File: config.mk
export PLATFORM = sky130hd
export DESIGN_NAME = spectrum_bank_flat
export DESIGN_NICKNAME = d
export VERILOG_FILES = /design/src/rtl/spectrum_bank_if.sv /design/src/rtl/spectrum_bank.sv /design/src/flat_wrapper.sv
export SDC_FILE = /design/constraint.sdc
export NUM_CORES = 1
export LEC_CHECK = 0
export CORE_ASPECT_RATIO = 0.6
export CORE_MARGIN = 2
export CORE_UTILIZATION = 53
export CTS_BUF_LIST = sky130_fd_sc_hd__clkbuf_4 sky130_fd_sc_hd__clkbuf_8
export DETAILED_ROUTE_END_ITERATION = 12
export GPL_ROUTABILITY_DRIVEN = 0
export PLACE_DENSITY = 0.86
export SLEW_MARGIN = 20
export SYNTH_ARGS = -nofsm -noshare
export SYNTH_HDL_FRONTEND = slang
export SYNTH_SLANG_ARGS = --single-unit
export TNS_END_PERCENT = 20
File: constraint.sdc
create_clock -name clk -period 2 [get_ports clk]
set_clock_uncertainty 0.1 [all_clocks]
set_input_delay 0.3 -clock clk [delete_from_list [all_inputs] [get_ports clk]]
set_output_delay 0.3 -clock clk [all_outputs]
set_load 0.02 [all_outputs]
File: src/rtl/spectrum_bank_if.sv
// spectrum_bank_if: byte stream from the UART receiver into spectrum_bank.
//   rx_valid : one-cycle strobe, rx_data holds a received byte
//   rx_data  : received byte (bit 7 = header flag, bits 6:0 = index/value)
// master : the UART receiver side (drives the byte stream)
// slave  : spectrum_bank side (consumes the byte stream)
interface spectrum_bank_if;
  logic       rx_valid;
  logic [7:0] rx_data;

  modport master (output rx_valid, output rx_data);
  modport slave  (input  rx_valid, input  rx_data);
endinterface

File: src/rtl/spectrum_bank.sv
// spectrum_bank: parses {band header, amplitude} byte pairs from the UART
// receiver into a per-band amplitude register file and drives a band-activity
// vector for the display logic.
//
// Ports:
//   clk       : system clock
//   rstn      : synchronous active-low reset
//   rx        : byte stream (spectrum_bank_if.slave: rx_valid, rx_data)
//   rd_band   : readback band select
//   rd_amp    : stored amplitude of rd_band, registered (0 if out of range)
//   rd_peak   : peak-hold value of rd_band, registered
//   band_on   : bit i set while amp[i] != 0
//   upd       : one-cycle pulse, a band was written
//   upd_band  : band written, valid with upd
//   frame_err : one-cycle pulse on a protocol error or inter-byte timeout
//
// Optional feature macro: SPECTRUM_PEAK_HOLD_EN
//   defined   : per-band peak-hold, decaying one step every DECAY_CYC cycles
//   undefined : no peak storage; rd_peak mirrors rd_amp
module spectrum_bank #(
  parameter  int NBANDS      = 16,
  parameter  int AMP_W       = 4,
  parameter  int AMP_MAX     = 10,
  parameter  int TIMEOUT_CYC = 12500,
  parameter  int DECAY_CYC   = 1200000,
  localparam int BW          = $clog2(NBANDS)
) (
  input  logic                  clk,
  input  logic                  rstn,
  spectrum_bank_if.slave        rx,
  input  logic [BW-1:0]         rd_band,
  output logic [AMP_W-1:0]      rd_amp,
  output logic [AMP_W-1:0]      rd_peak,
  output logic [NBANDS-1:0]     band_on,
  output logic                  upd,
  output logic [BW-1:0]         upd_band,
  output logic                  frame_err
);

  localparam int               TW       = $clog2(TIMEOUT_CYC + 1);
  localparam logic [TW-1:0]    TMO_LAST = TW'(TIMEOUT_CYC - 1);
  localparam logic [AMP_W-1:0] AMP_CAP  = AMP_W'(AMP_MAX);

  if (NBANDS < 2 || NBANDS > 128 || AMP_MAX < 0 || AMP_MAX > (1 << AMP_W) - 1 ||
      TIMEOUT_CYC < 1 || DECAY_CYC < 1) begin : g_cfg_err
    $error("spectrum_bank: parameter out of range");
  end

  typedef enum logic {IDLE, WAIT_DATA} state_t;

  state_t           state;
  logic [BW-1:0]    idx_q;
  logic [TW-1:0]    tmo_cnt;
  logic [AMP_W-1:0] amp [NBANDS];

  logic             is_hdr;
  logic [6:0]       byte_val;
  logic             hdr_ok;
  logic [AMP_W-1:0] sat_val;
  logic             wr_en;
  logic             rd_in_range;

  assign is_hdr      = rx.rx_data[7];
  assign byte_val    = rx.rx_data[6:0];
  assign hdr_ok      = {25'd0, byte_val} < NBANDS;
  assign sat_val     = ({25'd0, byte_val} > AMP_MAX) ? AMP_CAP : AMP_W'(byte_val);
  // A data byte completes a frame only while a header is pending.
  assign wr_en       = (state == WAIT_DATA) && rx.rx_valid && !is_hdr;
  assign rd_in_range = 32'(rd_band) < NBANDS;

  // Frame parser. A received byte always takes priority over the timeout.
  always_ff @(posedge clk) begin
    if (!rstn) begin
      state     <= IDLE;
      idx_q     <= '0;
      tmo_cnt   <= '0;
      upd       <= 1'b0;
      upd_band  <= '0;
      frame_err <= 1'b0;
    end else begin
      upd       <= 1'b0;
      frame_err <= 1'b0;
      case (state)
        IDLE: begin
          if (rx.rx_valid) begin
            if (is_hdr && hdr_ok) begin
              idx_q   <= byte_val[BW-1:0];
              tmo_cnt <= '0;
              state   <= WAIT_DATA;
            end else begin
              frame_err <= 1'b1;
            end
          end
        end
        WAIT_DATA: begin
          if (rx.rx_valid) begin
            if (!is_hdr) begin
              upd      <= 1'b1;
              upd_band <= idx_q;
              state    <= IDLE;
            end else begin
              // Header while waiting for data: flag it, resync on a valid one.
              frame_err <= 1'b1;
              if (hdr_ok) begin
                idx_q   <= byte_val[BW-1:0];
                tmo_cnt <= '0;
              end else begin
                state <= IDLE;
              end
            end
          end else if (tmo_cnt == TMO_LAST) begin
            frame_err <= 1'b1;
            state     <= IDLE;
          end else begin
            tmo_cnt <= tmo_cnt + 1'b1;
          end
        end
        default: state <= IDLE;
      endcase
    end
  end

  // Amplitude register file and activity vector.
  always_ff @(posedge clk) begin
    if (!rstn) begin
      for (int unsigned i = 0; i < NBANDS; i++) amp[i] <= '0;
      band_on <= '0;
    end else if (wr_en) begin
      amp[idx_q]     <= sat_val;
      band_on[idx_q] <= |sat_val;
    end
  end

  // Registered readback; sees the pre-write value on a same-cycle write.
  always_ff @(posedge clk) begin
    if (!rstn) rd_amp <= '0;
    else       rd_amp <= rd_in_range ? amp[rd_band] : '0;
  end

`ifdef SPECTRUM_PEAK_HOLD_EN
  localparam int            DW       = $clog2(DECAY_CYC + 1);
  localparam logic [DW-1:0] DCY_LAST = DW'(DECAY_CYC - 1);

  logic [DW-1:0]    dcy_cnt;
  logic             dcy_tick;
  logic [AMP_W-1:0] peak [NBANDS];

  assign dcy_tick = (dcy_cnt == DCY_LAST);

  always_ff @(posedge clk) begin
    if (!rstn) dcy_cnt <= '0;
    else       dcy_cnt <= dcy_tick ? '0 : dcy_cnt + 1'b1;
  end

  // A write to a band suppresses that band's decay step in the same cycle.
  // Decay only runs while peak > amp, so peak never drops below amp.
  always_ff @(posedge clk) begin
    if (!rstn) begin
      for (int unsigned i = 0; i < NBANDS; i++) peak[i] <= '0;
    end else begin
      for (int unsigned i = 0; i < NBANDS; i++) begin
        if (wr_en && idx_q == BW'(i)) begin
          if (sat_val > peak[i]) peak[i] <= sat_val;
        end else if (dcy_tick && peak[i] > amp[i]) begin
          peak[i] <= peak[i] - 1'b1;
        end
      end
    end
  end

  always_ff @(posedge clk) begin
    if (!rstn) rd_peak <= '0;
    else       rd_peak <= rd_in_range ? peak[rd_band] : '0;
  end
`else
  assign rd_peak = rd_amp;
`endif

endmodule

File: src/flat_wrapper.sv
// flat-port wrapper written by rule: the top's interface ports become plain ports
module spectrum_bank_flat 
#(
  parameter  int NBANDS      = 16,
  parameter  int AMP_W       = 4,
  parameter  int AMP_MAX     = 10,
  parameter  int TIMEOUT_CYC = 12500,
  parameter  int DECAY_CYC   = 1200000,
  localparam int BW          = $clog2(NBANDS)
)
  (clk, rstn, rd_band, rd_amp, rd_peak, band_on, upd, upd_band, frame_err, rx_rx_valid, rx_rx_data);
  spectrum_bank_if rx_i ();
  input  logic clk;
  input  logic rstn;
  input  logic [BW-1:0] rd_band;
  output logic [AMP_W-1:0] rd_amp;
  output logic [AMP_W-1:0] rd_peak;
  output logic [NBANDS-1:0] band_on;
  output logic upd;
  output logic [BW-1:0] upd_band;
  output logic frame_err;
  input wire logic [$bits(rx_i.rx_valid)-1:0] rx_rx_valid;
  input wire logic [$bits(rx_i.rx_data)-1:0] rx_rx_data;
  assign rx_i.rx_valid = rx_rx_valid;
  assign rx_i.rx_data = rx_rx_data;
  spectrum_bank #(.NBANDS(NBANDS), .AMP_W(AMP_W), .AMP_MAX(AMP_MAX), .TIMEOUT_CYC(TIMEOUT_CYC), .DECAY_CYC(DECAY_CYC)) u_core (.clk(clk), .rstn(rstn), .rx(rx_i), .rd_band(rd_band), .rd_amp(rd_amp), .rd_peak(rd_peak), .band_on(band_on), .upd(upd), .upd_band(upd_band), .frame_err(frame_err));
endmodule
# Yosys cells after proc, flatten, opt, wreduce, memory -nomap -nowiden
# Memory sizes are Yosys's and may differ from the RTL's. A register that Yosys moved wholly into a read port is not among the register bits.
# Cells that the tools add are included.
[totals]
register_bits = 41
mem_bits_rw = 64
in_bits = 15
output_inout_bits = 30
word_cells = 74
mem_count = 1
[memory_table]
columns = ["memory", "depth", "width", "rd", "rd_ports_with_merged_regs", "wr", "line_no", "rtl"]
rows = [
  ["u_core.amp", 16, 4, 1, 1, 16, "spectrum_bank.sv:54", "logic [AMP_W-1:0] amp [NBANDS];"],
]
[op_classes]
addsub = 1
order_cmp = 4
n_eq_ne = 9
muxes = 38
n_bitwise = 2
reduce_logical = 12
[ops]
columns = ["op", "n"]
rows = [
  ["$mux W14", 6],
  ["$mux W4", 8],
  ["$pmux W14 S2", 1],
  ["$mux W1", 18],
  ["$bwmux W16", 1],
  ["$add A14 B1 Y14 const B", 1],
  ["$eq A14 B14 Y1 const B", 1],
  ["$reduce_and A5 Y1", 2],
  ["$ne A3 B3 Y1 const B", 3],
  ["$ne A2 B2 Y1 const B", 4],
  ["$pmux W4 S2", 1],
  ["$reduce_or A4 Y1", 2],
  ["$gt A7 B4 Y1 const B", 1],
  ["$lt A7 B5 Y1 const B", 1],
  ["$reduce_and A3 Y1", 2],
  ["$lt A4 B5 Y1 const B", 1],
  ["$demux W1 S4", 1],
  ["$ge A4 B1 Y1 const B", 1],
  ["$logic_and A1 B1 Y1", 4],
  ["$pmux W1 S2", 2],
  ["$logic_not A1 Y1", 2],
  ["$ne A2 B1 Y1 const B", 1],
  ["$not A1 Y1", 2],
]

# Depth between registers and ports, before layout
# Gate-level depths: netlist of run 1.
[depth]
depth_word = 7
depth_mapped = 7
depth_no_buf = 6

# Worst setup path before layout of run 1
# Ideal clock, no wire load.
[synth_timing]
kind = "in2reg"
start = "in rd_band[2]"
end = "reg u_core.rd_amp[0] (read register of u_core.amp)"
setup_time_ns = 0.115
t_arrival_ns = 1.816
required_ns = 1.785
path_slack_ns = -0.031
cell_stages = 5
cell_sequence = "clkbuf_1 -> buf_1 -> mux4_2 -> mux4_2 -> and2_1"
[synth_rtl]
columns = ["item", "line_no", "rtl"]
rows = [
  ["start, declared", "flat_wrapper.sv:15", "input logic [BW-1:0] rd_band;"],
  ["end, declared", "spectrum_bank.sv:32", "output logic [AMP_W-1:0] rd_amp,"],
]

==> results_dict.tcl, run 1 <==
set metrics [dict create \
    status "finished, final reports clean" \
    yosys.area.top_type_share_pct 40.15 \
    ios 45 \
    clock_path_buffers 2 \
    grt_pass1_wl_um 20180 \
    final_core_util_pct 69.87 \
    synth_fa_ha_area_share_pct 0.2614 \
    std_cell_rows 26 \
    fin_nets 525 \
    clockRootBuffer "clkbuf_8" \
    vdd_drop_max_mv 0.3166 \
    max_stage_delay_ns 0.46 \
    pre_cts_ws_ns -0.4338 \
    synthToLayoutAreaGrowth_pct 26.29 \
    final_common_cell "nor2_1" \
    cp_slowest_cell "clkdlybuf4s50_1" \
    drcViolationCount 0 \
    die_height_um 77.62 \
    synth_xor_area_share_pct 0.5489 \
    drtIter0Drc 518 \
    synthTopCellsByArea "edfxtp_1 40%, dfxtp_1 19%, mux4_2 7.5%, nor2_1 6.7%, nand2_1 2.5%" \
    synth_area_um2 4787 \
    cp_data_required_time_ns 2.13 \
    path_cells "clkdlybuf4s50_1 -> and3b_1 -> nand2_1 -> nor2_1 -> nand3_1 -> nor2_1" \
    synthesis.instances 420 \
    synth_nets 436 \
    cts_buffers 9 \
    grt_max_degree 19 \
    cts_tree "built" \
    grt_pass1_vias 3695 \
    die_x_um 126.7 \
    overflow 0 \
    die_area_um2 9833 \
    holdBufCountCts 0 \
    setup_viol 0 \
    synthMuxAreaShare_pct 10.77 \
    yosysUniqueCellTypes 45 \
    fin_crit_ns 1.877 \
    hpwl_um 9542 \
    slew_viol_final 0 \
    final_cell_mix "86 x nor2_1, 64 x edfxtp_1, 52 x buf_4" \
    synth_seq_area_share_pct 58.96 \
    timing.final.crit_share_pct 93.86 \
    drtAntennaViolNets 0 \
    drt_wl_total_um 12790 \
    worst_slack_ns 0.1229 \
    htree_levels 3 \
    crit_type "input port to flip-flop" \
    cpMostUsedCell "nor2_1" \
    startpoint_type "input port" \
    maxSlewHeadroom_pct 66.77 \
    antenna_found_initial 1 \
    placed_cell_area_um2 5727 \
    synth_area_leader_cell "edfxtp_1" \
    max_freq_mhz 532.7 \
    ys_warn_count 0 \
    core_area_um2 8653 \
    worstSkewPairLatency_ns 0.39 \
    leakagePower_uw 0.002241 \
    vias 3768 \
    cp.arrival_ns 2.01 \
    drive_above_1_share_pct 19.65 \
    crit_family "simple AND/OR/NAND/NOR gates" \
    drt_first_pass_iters 5 \
    grt_usage_pct 27.92 \
    p_total_uw 4388 \
    hold_path_class "flip-flop to flip-flop" \
    clkSlewWorstSetupHoldPaths_ns 0.09 \
    p_per_area_nw_per_um2 725.7 \
    synth_compound_area_share_pct 8.129 \
    synth_top_family_by_area "simple AND/OR/NAND/NOR gates" \
    syn_avg_cell_area_um2 11.40 \
    tightest_slew_ns 0.4858 \
    ys_ff_latch 109 \
    wire_per_inst_um 20.41 \
    crit_fanout 6 \
    clock-sinks 109 \
    maxCapViolCount 0 \
    ys.flop_type "edfxtp_1" \
    io_buffers 44 \
    async_flop_share_pct 0 \
    vias_per_cell 6.010 \
    start_util_pct 55.32 \
    cts_setup_buffers 0 \
    synthSimpleGateAreaFrac_pct 17.25 \
    hold_viol_final 0 \
    rsz0062_at_grt "false" \
    end_kind "flip-flop" \
    synth_enable_flop_cells 64 \
    critical_path_buf_inv_count 1 \
    final_area_um2 6046 \
]
-- report_power, final --
part	internal, uW	switching, uW
Sequential	2420	34.5
Clock	840	768
Combinational	171	154
Total	3430	957
-- area by class of cell --
cell class                 count  area [um^2]
timing repair buffer         103        973.4
inverter                      15        56.30
clock buffer                   9        123.9
sequential                   109         2825
tap                          112        140.1
clock inverter                 7        121.4
multi-input combinational    271         1803
fill                         627         2608
antenna                        1        2.502
-- tightest hold or removal path: cells and delay by family (launching register included) --
| kind | cells | cell delay (ns) |
|---|---|---|
| flip-flops | 1 | 0.32 |
| AO/OA/AOI/OAI | 1 | 0.07 |
| buffers and inverters | 1 | 0.04 |
-- registers in the layout (all words and copies together), names as in the netlist --
name	flops
u_core.amp	64
u_core.state	1
u_core.tmo_cnt	14
u_core.rd_amp	4
u_core.upd	1
u_core.idx_q	4
u_core.band_on	16
u_core.frame_err	1
u_core.upd_band	4
-- metrics by stage --
| step | cells | hold slack (ns) | setup TNS [ns] |
|---|---|---|---|
| floorplan | 420 | 0.3151 | 0 |
| global placement | 609 | 0.3530 | -12.06 |
| detailed placement | 609 | 0.3495 | -21.29 |
| CTS | 626 | 0.3702 | 0 |
| global route | 626 | 0.3941 | 0 |
| finish | 627 | 0.3759 | 0 |
-- logic make-up after synthesis --
| group | Yosys count |
|---|---|
| DFF | 109 |
| and+or+nand+nor | 179 |
| adders and majority gates | 1 |
| muxes | 25 |
| xor gates and xnor gates | 3 |
| AOI/OAI and AO/OA | 63 |
| buffers and inverters | 40 |
-- cell usage after synthesis (3+ instances only) --
cell and count:
edfxtp_1 64, and4_1 3, o21ai_0 21, a21oi_1 16
nor2_1 86, or3_1 5, inv_1 14, buf_4 4
nand4_1 3, and3_1 6, mux4_2 16, mux2i_1 5
buf_1 3, nor2b_1 4, buf_2 5, nand2_1 32
dfxtp_1 45, mux4_1 4, o22ai_1 13, nand2b_1 6
and2_1 7, clkbuf_1 11, nand3_1 14, or4_1 3
xor2_1 3, nor3_1 3
-- worst paths after layout --
kind	slack [ns]	depth (start not counted)	endpoint	from
worst max-delay path	0.12	6	u_core.amp[15][0]$_SDFFCE_PN0P_	rx_rx_data[7]
worst min-delay path	0.38	2	u_core.band_on[14]$_SDFFE_PN0P_	u_core.band_on[14]$_SDFFE_PN0P_
worst min register to register	0.38	2	u_core.band_on[14]$_SDFFE_PN0P_	u_core.band_on[14]$_SDFFE_PN0P_
worst max register to register	0.15	3	u_core.rd_amp[1]$_SDFF_PN0_	u_core.amp[11][1]$_SDFFCE_PN0P_
-- per-layer routing --
metal	GRT usage (%)	wire, um
met5	0	0
met4	7.802	203
met3	10.55	1850
met2	38.11	5221
met1	41.75	5519
-- what timing repair did --
action	CTS	global route
cloned	1	0
pin swaps	0	2
setup endpoints to repair	5	7
resized for setup	4	5
No activity file was read; power rests on OpenSTA's default activity.
==> run 2, diff against run 1 <==
--- a/config.mk
+++ b/config.mk
@@ -10,7 +10,6 @@
 export CORE_UTILIZATION = 53
 export CTS_BUF_LIST = sky130_fd_sc_hd__clkbuf_4 sky130_fd_sc_hd__clkbuf_8
 export DETAILED_ROUTE_END_ITERATION = 12
-export GPL_ROUTABILITY_DRIVEN = 0
 export PLACE_DENSITY = 0.86
 export SLEW_MARGIN = 20
 export SYNTH_ARGS = -nofsm -noshare
==> run 2 against run 1 <==
Against the previous run: first-iteration DRC count decreased by 10%; sequential share of layout area up 0.67 points; routed wire length decreased by 3.5%; core utilization down 1.1 points; count of clock-buffer cells in the layout up 4.
==> results_dict.tcl, run 2 (synthesis gave the netlist of run 1 again) <==
set metrics [dict create \
    max_stage_delay_ns 0.49 \
    cts_tree "built" \
    crit_type "flip-flop to flip-flop" \
    hold_viol_final 0 \
    cp_slowest_cell "or4_1" \
    clock_path_buffers 2 \
    die_x_um 126.7 \
    cp.arrival_ns 2.15 \
    vdd_drop_max_mv 0.3553 \
    clkSlewWorstSetupHoldPaths_ns 0.10 \
    crit_fanout 5 \
    largest_register_ffs 64 \
    drt_wl_total_um 12350 \
    die_height_um 77.62 \
    clock-sinks 109 \
    diodes 0 \
    p_per_area_nw_per_um2 676.0 \
    maxCapViolCount 0 \
    drtAntennaViolNets 0 \
    hpwl_um 9248 \
    leakagePower_uw 0.002214 \
    final_area_um2 5954 \
    ios 45 \
    final_cell_mix "86 x nor2_1, 64 x edfxtp_1, 56 x buf_4" \
    grt_pass1_vias 3599 \
    antenna_found_initial 0 \
    grt_max_degree 18 \
    vias_per_cell 5.904 \
    setup_viol 0 \
    overflow 0 \
    final_core_util_pct 68.81 \
    reg_top3 "u_core.amp x64, u_core.band_on x16, u_core.tmo_cnt x14" \
    vias 3708 \
    reg2reg_slack_ns 0.06 \
    timing.hold.ws_ns 0.3771 \
    fin_crit_ns 1.936 \
    gp_congestion 0.9297 \
    tns_ns 0 \
    status "finished, final reports clean" \
    worstSkewPairLatency_ns 0.38 \
    synthToLayoutAreaGrowth_pct 24.39 \
    top_register "u_core.amp" \
    fin_nets 527 \
    crit_family "simple AND/OR/NAND/NOR gates" \
    timing.final.crit_share_pct 96.82 \
    std_cell_rows 26 \
    htree_levels 3 \
    slew_viol_final 0 \
    grt_usage_pct 26.58 \
    startpoint_type "flip-flop" \
    rsz0062_at_grt "false" \
    grt_pass1_wl_um 19420 \
    drt_first_pass_iters 5 \
    maxSlewHeadroom_pct 72.06 \
    die_area_um2 9833 \
    drcViolationCount 0 \
    critical_path_buf_inv_count 1 \
    start_util_pct 55.32 \
    path_cells "ha_1 -> nor3b_2 -> nand4_1 -> a21oi_4 -> buf_4 -> or4_1 -> a21oi_1" \
    cp_data_required_time_ns 2.22 \
    worst_slack_ns 0.06352 \
    placed_cell_area_um2 5722 \
    io_buffers 44 \
    pre_cts_ws_ns -0.4320 \
    end_kind "flip-flop" \
    max_freq_mhz 516.4 \
    final_common_cell "nor2_1" \
    clockRootBuffer "clkbuf_8" \
    n_fill_cell 590 \
    holdBufCountCts 0 \
    tightest_slew_ns 0.4085 \
    drtIter0Drc 464 \
    wire_per_inst_um 19.66 \
    hold_path_class "flip-flop to flip-flop" \
    core_area_um2 8653 \
    drive_above_1_share_pct 19.38 \
    cts_buffers 9 \
]
[run 2: changes by cell type in the layout (fill, tap and decap cells not counted), moves of 2 or more]
cell       before  now
dfxtp_2         2    0
clkbuf_4        0    3
dfxtp_1        43   45
bufinv_16       3    0
buf_4          52   56
[run 2: timing repair]
action | CTS | global route
buffers inserted | 0 | 1
gates resized for setup | 1 | 2
endpoints found under the hold margin | 0 | 0
pin swaps | 0 | 1
setup endpoints to repair | 2 | 8
cloned | 1 | 0
[run 2: cell type report]
cell class | instances | area [um^2] | area share (%)
clock buffer | 13 | 160.2 | 2.690
clock inverter | 3 | 21.27 | 0.3572
inverter | 15 | 56.30 | 0.9456
multi-input combinational | 271 | 1782 | 29.92
sequential | 109 | 2823 | 47.40
tap | 112 | 140.1 | 2.353
timing repair buffer | 105 | 972.2 | 16.33
[run 2: path summary, 6_finish.rpt]
| path | end | cells past startpoint | start |
|---|---|---|---|
| worst max-delay path | u_core.tmo_cnt[12]$_SDFFE_PN0P_ | 7 | u_core.tmo_cnt[0]$_SDFFE_PN0P_ |
| worst min-delay path | u_core.band_on[9]$_SDFFE_PN0P_ | 2 | u_core.band_on[9]$_SDFFE_PN0P_ |
| worst max register to register | u_core.tmo_cnt[12]$_SDFFE_PN0P_ | 7 | u_core.tmo_cnt[0]$_SDFFE_PN0P_ |
| worst min register to register | u_core.band_on[9]$_SDFFE_PN0P_ | 2 | u_core.band_on[9]$_SDFFE_PN0P_ |
[run 2: power by group]
group	switching, uW	leakage, uW	internal, uW	total (uW)
Clock	722	0.0000905	531	1250
Combinational	152	0.00110	170	322
Sequential	30.9	0.00102	2420	2450
[run 2: metrics by stage]
step | instances | total power [uW]
3_5_place_dp | 610 | 2811
3_3_place_gp | 610 | 2797
5_1_grt | 628 | 4147
4_1_cts | 627 | 4043
2_1_floorplan | 420 | 2655
6_report | 628 | 4025
[run 2: per-layer routing]
| metal | vias to the layer above | track usage [%] | part of all wire [%] |
|---|---|---|---|
| met3 | 17 | 7.793 | 12 |
| met2 | 205 | 37.24 | 42 |
| met4 | 0 | 6.484 | 1.3 |
| li1 | 1700 | - | - |
| met5 | - | 0 | 0 |
| met1 | 1786 | 40.85 | 45 |
[run 2: worst register-to-register path, cell delays in order, from the launching register on]
cell,delay [ns]
dfxtp_1,0.35
ha_1,0.22
nor3b_2,0.17
nand4_1,0.16
a21oi_4,0.10
buf_4,0.15
or4_1,0.49
a21oi_1,0.15
